**src/rtl/ber_run_controller.sv**
```systemverilog
// BER run sequencer: clears, runs and drains the PRBS63 generator / RS-FEC checker pair, then snapshots counters.
// Optional RUN-state timeout is built only when BER_RUN_TIMEOUT_EN is defined.
module ber_run_controller #(
    parameter int unsigned CLEAR_CYCLES = 4,
    parameter int unsigned DRAIN_CYCLES = 32,
    parameter int unsigned CNT_W        = 64
) (
    input  logic             clk,
    input  logic             rstn,
    input  logic             start,
    input  logic             stop,
    input  logic [CNT_W-1:0] target_bits,
    input  logic [CNT_W-1:0] target_frame_errors,
    input  logic [CNT_W-1:0] timeout_cycles,
    input  logic [CNT_W-1:0] chk_total_bits,
    input  logic [CNT_W-1:0] chk_bit_errors_pre,
    input  logic [CNT_W-1:0] chk_bit_errors_post,
    input  logic [CNT_W-1:0] chk_frames,
    input  logic [CNT_W-1:0] chk_frame_errors,
    output logic             dut_rstn,
    output logic             gen_en,
    output logic             busy,
    output logic             done,
    output logic             result_valid,
    output logic [1:0]       state,
    output logic [2:0]       reason,
    output logic [CNT_W-1:0] snap_bits,
    output logic [CNT_W-1:0] snap_bit_errors_pre,
    output logic [CNT_W-1:0] snap_bit_errors_post,
    output logic [CNT_W-1:0] snap_frames,
    output logic [CNT_W-1:0] snap_frame_errors,
    output logic [CNT_W-1:0] run_cycles
);

    localparam int unsigned TMR_MAX = (CLEAR_CYCLES > DRAIN_CYCLES) ? CLEAR_CYCLES : DRAIN_CYCLES;
    localparam int unsigned TMR_W   = (TMR_MAX > 1) ? $clog2(TMR_MAX) : 1;

    localparam logic [2:0] RSN_NONE    = 3'd0;
    localparam logic [2:0] RSN_BITS    = 3'd1;
    localparam logic [2:0] RSN_FRAME   = 3'd2;
    localparam logic [2:0] RSN_ABORT   = 3'd3;
`ifdef BER_RUN_TIMEOUT_EN
    localparam logic [2:0] RSN_TIMEOUT = 3'd4;
`endif

    typedef enum logic [1:0] {
        S_IDLE  = 2'd0,
        S_CLEAR = 2'd1,
        S_RUN   = 2'd2,
        S_DRAIN = 2'd3
    } state_e;

    state_e             state_q, state_d;
    logic [TMR_W-1:0]   tmr_q, tmr_d;
    logic [CNT_W-1:0]   tgt_bits_q, tgt_bits_d;
    logic [CNT_W-1:0]   tgt_ferr_q, tgt_ferr_d;
    logic [CNT_W-1:0]   run_cycles_q, run_cycles_d;
    logic [CNT_W-1:0]   snap_bits_q, snap_bits_d;
    logic [CNT_W-1:0]   snap_pre_q, snap_pre_d;
    logic [CNT_W-1:0]   snap_post_q, snap_post_d;
    logic [CNT_W-1:0]   snap_frames_q, snap_frames_d;
    logic [CNT_W-1:0]   snap_ferr_q, snap_ferr_d;
    logic [2:0]         reason_q, reason_d;
    logic               result_valid_q, result_valid_d;
    logic               done_q, done_d;
    logic               dut_rstn_q, dut_rstn_d;
    logic               gen_en_q, gen_en_d;
    logic               busy_q, busy_d;
    logic               exit_c;
    logic [2:0]         exit_reason_c;

`ifdef BER_RUN_TIMEOUT_EN
    logic [CNT_W-1:0]   tgt_timeout_q, tgt_timeout_d;
`else
    logic               unused_timeout;
    assign unused_timeout = ^timeout_cycles;
`endif

    // RUN exit decision, highest priority first
    always_comb begin
        exit_c        = 1'b1;
        exit_reason_c = RSN_ABORT;
        if (stop) begin
            exit_reason_c = RSN_ABORT;
        end else if ((tgt_ferr_q != '0) && (chk_frame_errors >= tgt_ferr_q)) begin
            exit_reason_c = RSN_FRAME;
        end else if ((tgt_bits_q != '0) && (chk_total_bits >= tgt_bits_q)) begin
            exit_reason_c = RSN_BITS;
`ifdef BER_RUN_TIMEOUT_EN
        end else if ((tgt_timeout_q != '0) && (run_cycles_q >= tgt_timeout_q)) begin
            exit_reason_c = RSN_TIMEOUT;
`endif
        end else begin
            exit_c        = 1'b0;
            exit_reason_c = RSN_NONE;
        end
    end

    always_comb begin
        state_d        = state_q;
        tmr_d          = tmr_q;
        tgt_bits_d     = tgt_bits_q;
        tgt_ferr_d     = tgt_ferr_q;
        run_cycles_d   = run_cycles_q;
        snap_bits_d    = snap_bits_q;
        snap_pre_d     = snap_pre_q;
        snap_post_d    = snap_post_q;
        snap_frames_d  = snap_frames_q;
        snap_ferr_d    = snap_ferr_q;
        reason_d       = reason_q;
        result_valid_d = result_valid_q;
        done_d         = 1'b0;
`ifdef BER_RUN_TIMEOUT_EN
        tgt_timeout_d  = tgt_timeout_q;
`endif
        case (state_q)
            S_IDLE: begin
                if (start && !stop) begin
                    tgt_bits_d     = target_bits;
                    tgt_ferr_d     = target_frame_errors;
`ifdef BER_RUN_TIMEOUT_EN
                    tgt_timeout_d  = timeout_cycles;
`endif
                    result_valid_d = 1'b0;
                    reason_d       = RSN_NONE;
                    run_cycles_d   = '0;
                    tmr_d          = TMR_W'(CLEAR_CYCLES - 1);
                    state_d        = S_CLEAR;
                end
            end
            S_CLEAR: begin
                run_cycles_d = '0;
                if (stop) begin
                    reason_d = RSN_ABORT;
                    tmr_d    = TMR_W'(DRAIN_CYCLES - 1);
                    state_d  = S_DRAIN;
                end else if (tmr_q == '0) begin
                    state_d = S_RUN;
                end else begin
                    tmr_d = tmr_q - TMR_W'(1);
                end
            end
            S_RUN: begin
                // The exit cycle itself is not counted, so a timeout of N reports N
                if (exit_c) begin
                    reason_d = exit_reason_c;
                    tmr_d    = TMR_W'(DRAIN_CYCLES - 1);
                    state_d  = S_DRAIN;
                end else if (run_cycles_q != {CNT_W{1'b1}}) begin
                    run_cycles_d = run_cycles_q + CNT_W'(1);
                end
            end
            S_DRAIN: begin
                if (tmr_q == '0) begin
                    snap_bits_d    = chk_total_bits;
                    snap_pre_d     = chk_bit_errors_pre;
                    snap_post_d    = chk_bit_errors_post;
                    snap_frames_d  = chk_frames;
                    snap_ferr_d    = chk_frame_errors;
                    done_d         = 1'b1;
                    result_valid_d = 1'b1;
                    state_d        = S_IDLE;
                end else begin
                    tmr_d = tmr_q - TMR_W'(1);
                end
            end
            default: state_d = S_IDLE;
        endcase
        dut_rstn_d = (state_d != S_CLEAR);
        gen_en_d   = (state_d == S_RUN);
        busy_d     = (state_d != S_IDLE);
    end

    always_ff @(posedge clk) begin
        if (!rstn) begin
            state_q        <= S_IDLE;
            tmr_q          <= '0;
            tgt_bits_q     <= '0;
            tgt_ferr_q     <= '0;
            run_cycles_q   <= '0;
            snap_bits_q    <= '0;
            snap_pre_q     <= '0;
            snap_post_q    <= '0;
            snap_frames_q  <= '0;
            snap_ferr_q    <= '0;
            reason_q       <= RSN_NONE;
            result_valid_q <= 1'b0;
            done_q         <= 1'b0;
            dut_rstn_q     <= 1'b1;
            gen_en_q       <= 1'b0;
            busy_q         <= 1'b0;
`ifdef BER_RUN_TIMEOUT_EN
            tgt_timeout_q  <= '0;
`endif
        end else begin
            state_q        <= state_d;
            tmr_q          <= tmr_d;
            tgt_bits_q     <= tgt_bits_d;
            tgt_ferr_q     <= tgt_ferr_d;
            run_cycles_q   <= run_cycles_d;
            snap_bits_q    <= snap_bits_d;
            snap_pre_q     <= snap_pre_d;
            snap_post_q    <= snap_post_d;
            snap_frames_q  <= snap_frames_d;
            snap_ferr_q    <= snap_ferr_d;
            reason_q       <= reason_d;
            result_valid_q <= result_valid_d;
            done_q         <= done_d;
            dut_rstn_q     <= dut_rstn_d;
            gen_en_q       <= gen_en_d;
            busy_q         <= busy_d;
`ifdef BER_RUN_TIMEOUT_EN
            tgt_timeout_q  <= tgt_timeout_d;
`endif
        end
    end

    assign state                = state_q;
    assign dut_rstn             = dut_rstn_q;
    assign gen_en               = gen_en_q;
    assign busy                 = busy_q;
    assign done                 = done_q;
    assign result_valid         = result_valid_q;
    assign reason               = reason_q;
    assign run_cycles           = run_cycles_q;
    assign snap_bits            = snap_bits_q;
    assign snap_bit_errors_pre  = snap_pre_q;
    assign snap_bit_errors_post = snap_post_q;
    assign snap_frames          = snap_frames_q;
    assign snap_frame_errors    = snap_ferr_q;

endmodule

```
**config.mk**
```make
export PLATFORM = sky130hd
export DESIGN_NAME = ber_run_controller
export DESIGN_NICKNAME = d
export VERILOG_FILES = /design/src/rtl/ber_run_controller.sv
export SDC_FILE = /design/constraint.sdc
export NUM_CORES = 1
export LEC_CHECK = 0
export ABC_CLOCK_PERIOD_IN_PS = 6400
export BUFFER_PORTS_ARGS = -buffer_cell sky130_fd_sc_hd__clkbuf_2
export CORE_AREA = 2 2 356 358
export CTS_BUF_LIST = sky130_fd_sc_hd__clkbuf_16
export DETAILED_ROUTE_END_ITERATION = 8
export DIE_AREA = 0 0 358 360
export HOLD_SLACK_MARGIN = 0.08
export PLACE_DENSITY_LB_ADDON = 0.25
export SLEW_MARGIN = 20
export SYNTH_ARGS = -nofsm -noshare
export SYNTH_HDL_FRONTEND = slang
export SYNTH_SLANG_ARGS = --single-unit
```
**constraint.sdc**
```tcl
create_clock -name clk -period 6.4 [get_ports clk]
set_input_delay 0.32 -clock clk [delete_from_list [all_inputs] [get_ports clk]]
set_output_delay 0.32 -clock clk [all_outputs]
set_load 0.005 [all_outputs]
```
==> metrics.md <==
| Metric | Value |
|---|---|
| WP buf/inv | 1 |
| Nets | 4814 |
| First-pass GRT wire length | 148000 um |
| Fin. max-slew vios | 0 |
| RSZ-0062 raised after global routing | no |
| Post-DP Area | 28700 um^2 |
| Netlist cell types | 59 |
| Primary FF master, synth | dfxtp_1 |
| TritonCTS clock tree | built |
| Met3 Usage GRT | approximately 5.1% |
| Final Hold Fails | 0 |
| # DRC | 0 |
| Fin Setup TNS | 0 ns |
| Initial core utilization | a little under a fifth |
| Worst Max-Slew Pin Slew | 1.21 ns |
| Critical path type | reg2reg |
| CP max stage delay | 0.82 ns |
| Final period utilization | 64.4% |
| Clock Latency Late Sink | 0.66 ns |
| H-tree depth | 3 |
| Proportion of layout cells with a drive suffix above 1 | a little under a quarter |
| Worst Path Required | 6.96 ns |
| Clock buffer depth | 3 |
| Area Overhead vs Synth | 54.0% |
| # resized after CTS | 0 |
| WP depth | 9 |
| GRT busiest layer | met2 |
| Pwr dens | 267 nW/um^2 |
| DRT Pass-1 Iters | 6 |
| Dpl ws | 2.29 ns |
| Die X | between 300 and 400 um |
| Final core utilization | 28.3% |
| Max-cap violation count | 0 |
| Power Total | between 9 and 10 mW |
| Critical path's most frequent cell | nor4_1 |
| Met2 Usage GRT | about a quarter |
| Core ar. | 125000 um^2 |
| Worst slew margin | about 19% |
| Worst-path maximum fanout | 89 |
| Clock Tree Root | clkbuf_16 |
| Routed vias/inst | 4.20 |
| Detailed placer's ending HPWL | 73800 um |
| Slowest cell on the critical path | nor4_1 |
| Global Route met1 Usage | 17.7% |
| Mapped Cells | 2972 |
| I/O Pins | 910 |
| Min-delay worst type | in2reg |
| Dpl cells | approximately 5300 |
| Crit path max-delay family | simple AND/OR/NAND/NOR gates |
| Mapped cell area | 23000 um^2 |
| Final WL | 100000 um |
| R2R depth | 9 |
| Status | finished clean |
| Fmax | 243 MHz |
| P_leak | roughly 14 nW |
| Die Span Y | 360 um |
| Setup WS post-layout | 2.28 ns |
| Initial drt markers | between 1000 and 1500 |
| GP Congestion | 0.819 |
| Initial antenna violation count | 12 |
| Crit-path cells | nor4_1 > nand4_1 > nor4_1 > inv_1 > o31ai_1 > o41ai_4 > o31a_4 > or4_1 > a21oi_1 |
| Worst Skew | 0.0281 ns |
| Ys async rst share | 0% |
| Cells on Worst Hold Path | 4 |
| Final Non-Filler Cells | 5872 |
| Global Route Usage Sum | around 15% |
| Clk slew on worst S/H paths | 0.06 ns |
| Startpoint types | flop |
| Row cnt | between 100 and 150 |
| WHS | 0.249 ns |
| Port Buffer Count | 844 |
| Syn Nets | 3623 |
| Largest net degree at the start of global routing | 175 |
| Finish-stage setup viols | 0 |
| Period minus WS final | 4.12 ns |
| Crit path DAT | 4.68 ns |
| Post-synth EDFFs | 0 |
| TritonCTS Buffers | 69 |
| Final instance area | 35400 um^2 |
| Post-synthesis sequential area ratio | 45.8% |
| Crit end category | flop |
| Die footprint | 129000 um^2 |
| Yosys warns | 0 |
| Post-DRT Antenna Nets | 0 |
| Via count | 24700 |
| Post-Syn Area per Cell | 7.73 um^2 |
| Clock sinks | 526 |
| WL/cell | 17.1 um |
| Remaining Overflow, GRT | 0 |
| Synth Register Bits | 526 |
| Vias in the first global route | 24000 |
| VDD IR max | ~170 uV |
-- worst min-delay path, cell delays in order --
cell      delay (ns)
clkbuf_2        0.20
nand2_1         0.17
nand4_1         0.10
o41ai_1         0.06
-- layout make-up --
cell class / instances / area, um^2
Inverter: 143 / 544
Antenna cell: 6 / 15.0
Clock inverter: 55 / 405
Clock buffer: 69 / 1730
Fill cell: 13700 / 89500
Timing Repair Buffer: 1306 / 8880
Multi-Input combinational cell: 2117 / 11200
Sequential cell: 526 / 10500
Tap cell: 1650 / 2060
-- power by group --
part	switching [mW]	internal (mW)
Sequential	0.170	3.52
Combinational	1.21	0.802
Clock	1.62	2.13
Total	3.00	6.45
-- sequential cells by signal (all words and copies together), names as in the netlist, 2 cells and up --
| signal | cells |
|---|---|
| snap_bit_errors_pre | 64 |
| tgt_bits_q | 64 |
| tgt_ferr_q | 64 |
| snap_bits | 64 |
| state | 2 |
| snap_bit_errors_post | 64 |
| snap_frames | 64 |
| tmr_q | 5 |
| run_cycles | 64 |
| snap_frame_errors | 64 |
| reason | 2 |
-- metal layers --
layer / routed length [um] / vias up
li1: - / 12400
met1: 42100 / 11500
met2: 47800 / 677
met3: 8290 / 124
met4: 2230 / 6
met5: 35 / -
-- synthesized netlist by cell type (all sizes together), types with 2 or more instances --
cell type	count	area share, %
o311ai	7	0.27
and4	12	0.46
nor2b	6	0.16
a21o	4	0.13
a31oi	3	0.082
o211ai	4	0.13
ha	135	7.4
a22o	3	0.11
o21ai	36	0.78
dfxtp	526	46
or3	3	0.082
or4	22	0.72
nand2b	45	1.2
a211oi	8	0.28
a221oi	6	0.26
or3b	2	0.076
clkbuf	160	2.6
nor4b	3	0.14
nand2	1001	16
inv	143	2.3
nor2	21	0.34
nor4	46	1.3
nor3	29	0.63
nand4	41	1.1
a211o	2	0.076
and3	17	0.46
o31ai	24	0.84
a2111oi	2	0.076
o22ai	3	0.082
o41ai	9	0.41
buf	26	0.62
o32ai	2	0.076
nand3	42	0.91
o31a	3	0.15
mux2i	33	1.4
and2	9	0.25
a21oi	524	11
-- kinds of logic (layout without fill, tap and decap cells) --
group / count (synthesis) / after routing / share of synthesized area (%)
AND/OR/NAND/NOR: 1300 / 1300 / 24.2
multiplexers: 34 / 34 / 1.49
AO/OA/AOI/OAI: 646 / 646 / 15.5
adder cells (fa/ha/maj): 135 / 135 / 7.35
buffers and inverters: 329 / 1573 / 5.56
XOR/XNOR: 1 / 1 / 0.0381
other: 1 / 7 / 0.0163
flip-flops: 526 / 526 / 45.8
-- layout by cell type (no fill, tap or decap), types with 5 or more instances in the layout --
cell type,count
o21ai_0,34
buf_4,8
buf_12,5
clkbuf_16,69
nor4_1,46
diode_2,6
a21oi_1,523
nor2b_1,6
dfxtp_1,526
mux2i_1,33
a211oi_1,7
clkinv_2,15
and4_1,12
nand2_1,998
ha_1,135
clkinv_1,13
or4_1,22
and3_1,17
dlygate4sd3_1,449
a221oi_1,5
nand3_1,42
clkbuf_2,844
nor2_1,21
o41ai_1,7
nor3_1,29
nand4_1,41
inv_1,152
o31ai_1,23
o311ai_1,6
and2_1,7
nand2b_1,45
-- repair_timing --
item | CTS | global route
endpoints found under the hold margin | 453 | 0
hold buffers | 449 | 0
setup buffers | 0 | 0
-- final timing paths --
kind	startpoint	slack, ns	to
worst max-delay path	tgt_bits_q[18]$_SDFFE_PN0P_	2.28	run_cycles[12]$_SDFFE_PN0P_
worst min-delay path	stop	0.25	reason[0]$_SDFFE_PN0P_
worst max register to register	tgt_bits_q[18]$_SDFFE_PN0P_	2.28	run_cycles[12]$_SDFFE_PN0P_
worst min register to register	snap_bits[43]$_SDFFE_PN0P_	0.45	snap_bits[43]$_SDFFE_PN0P_
Note: power is estimated with default switching activity, not from simulation.
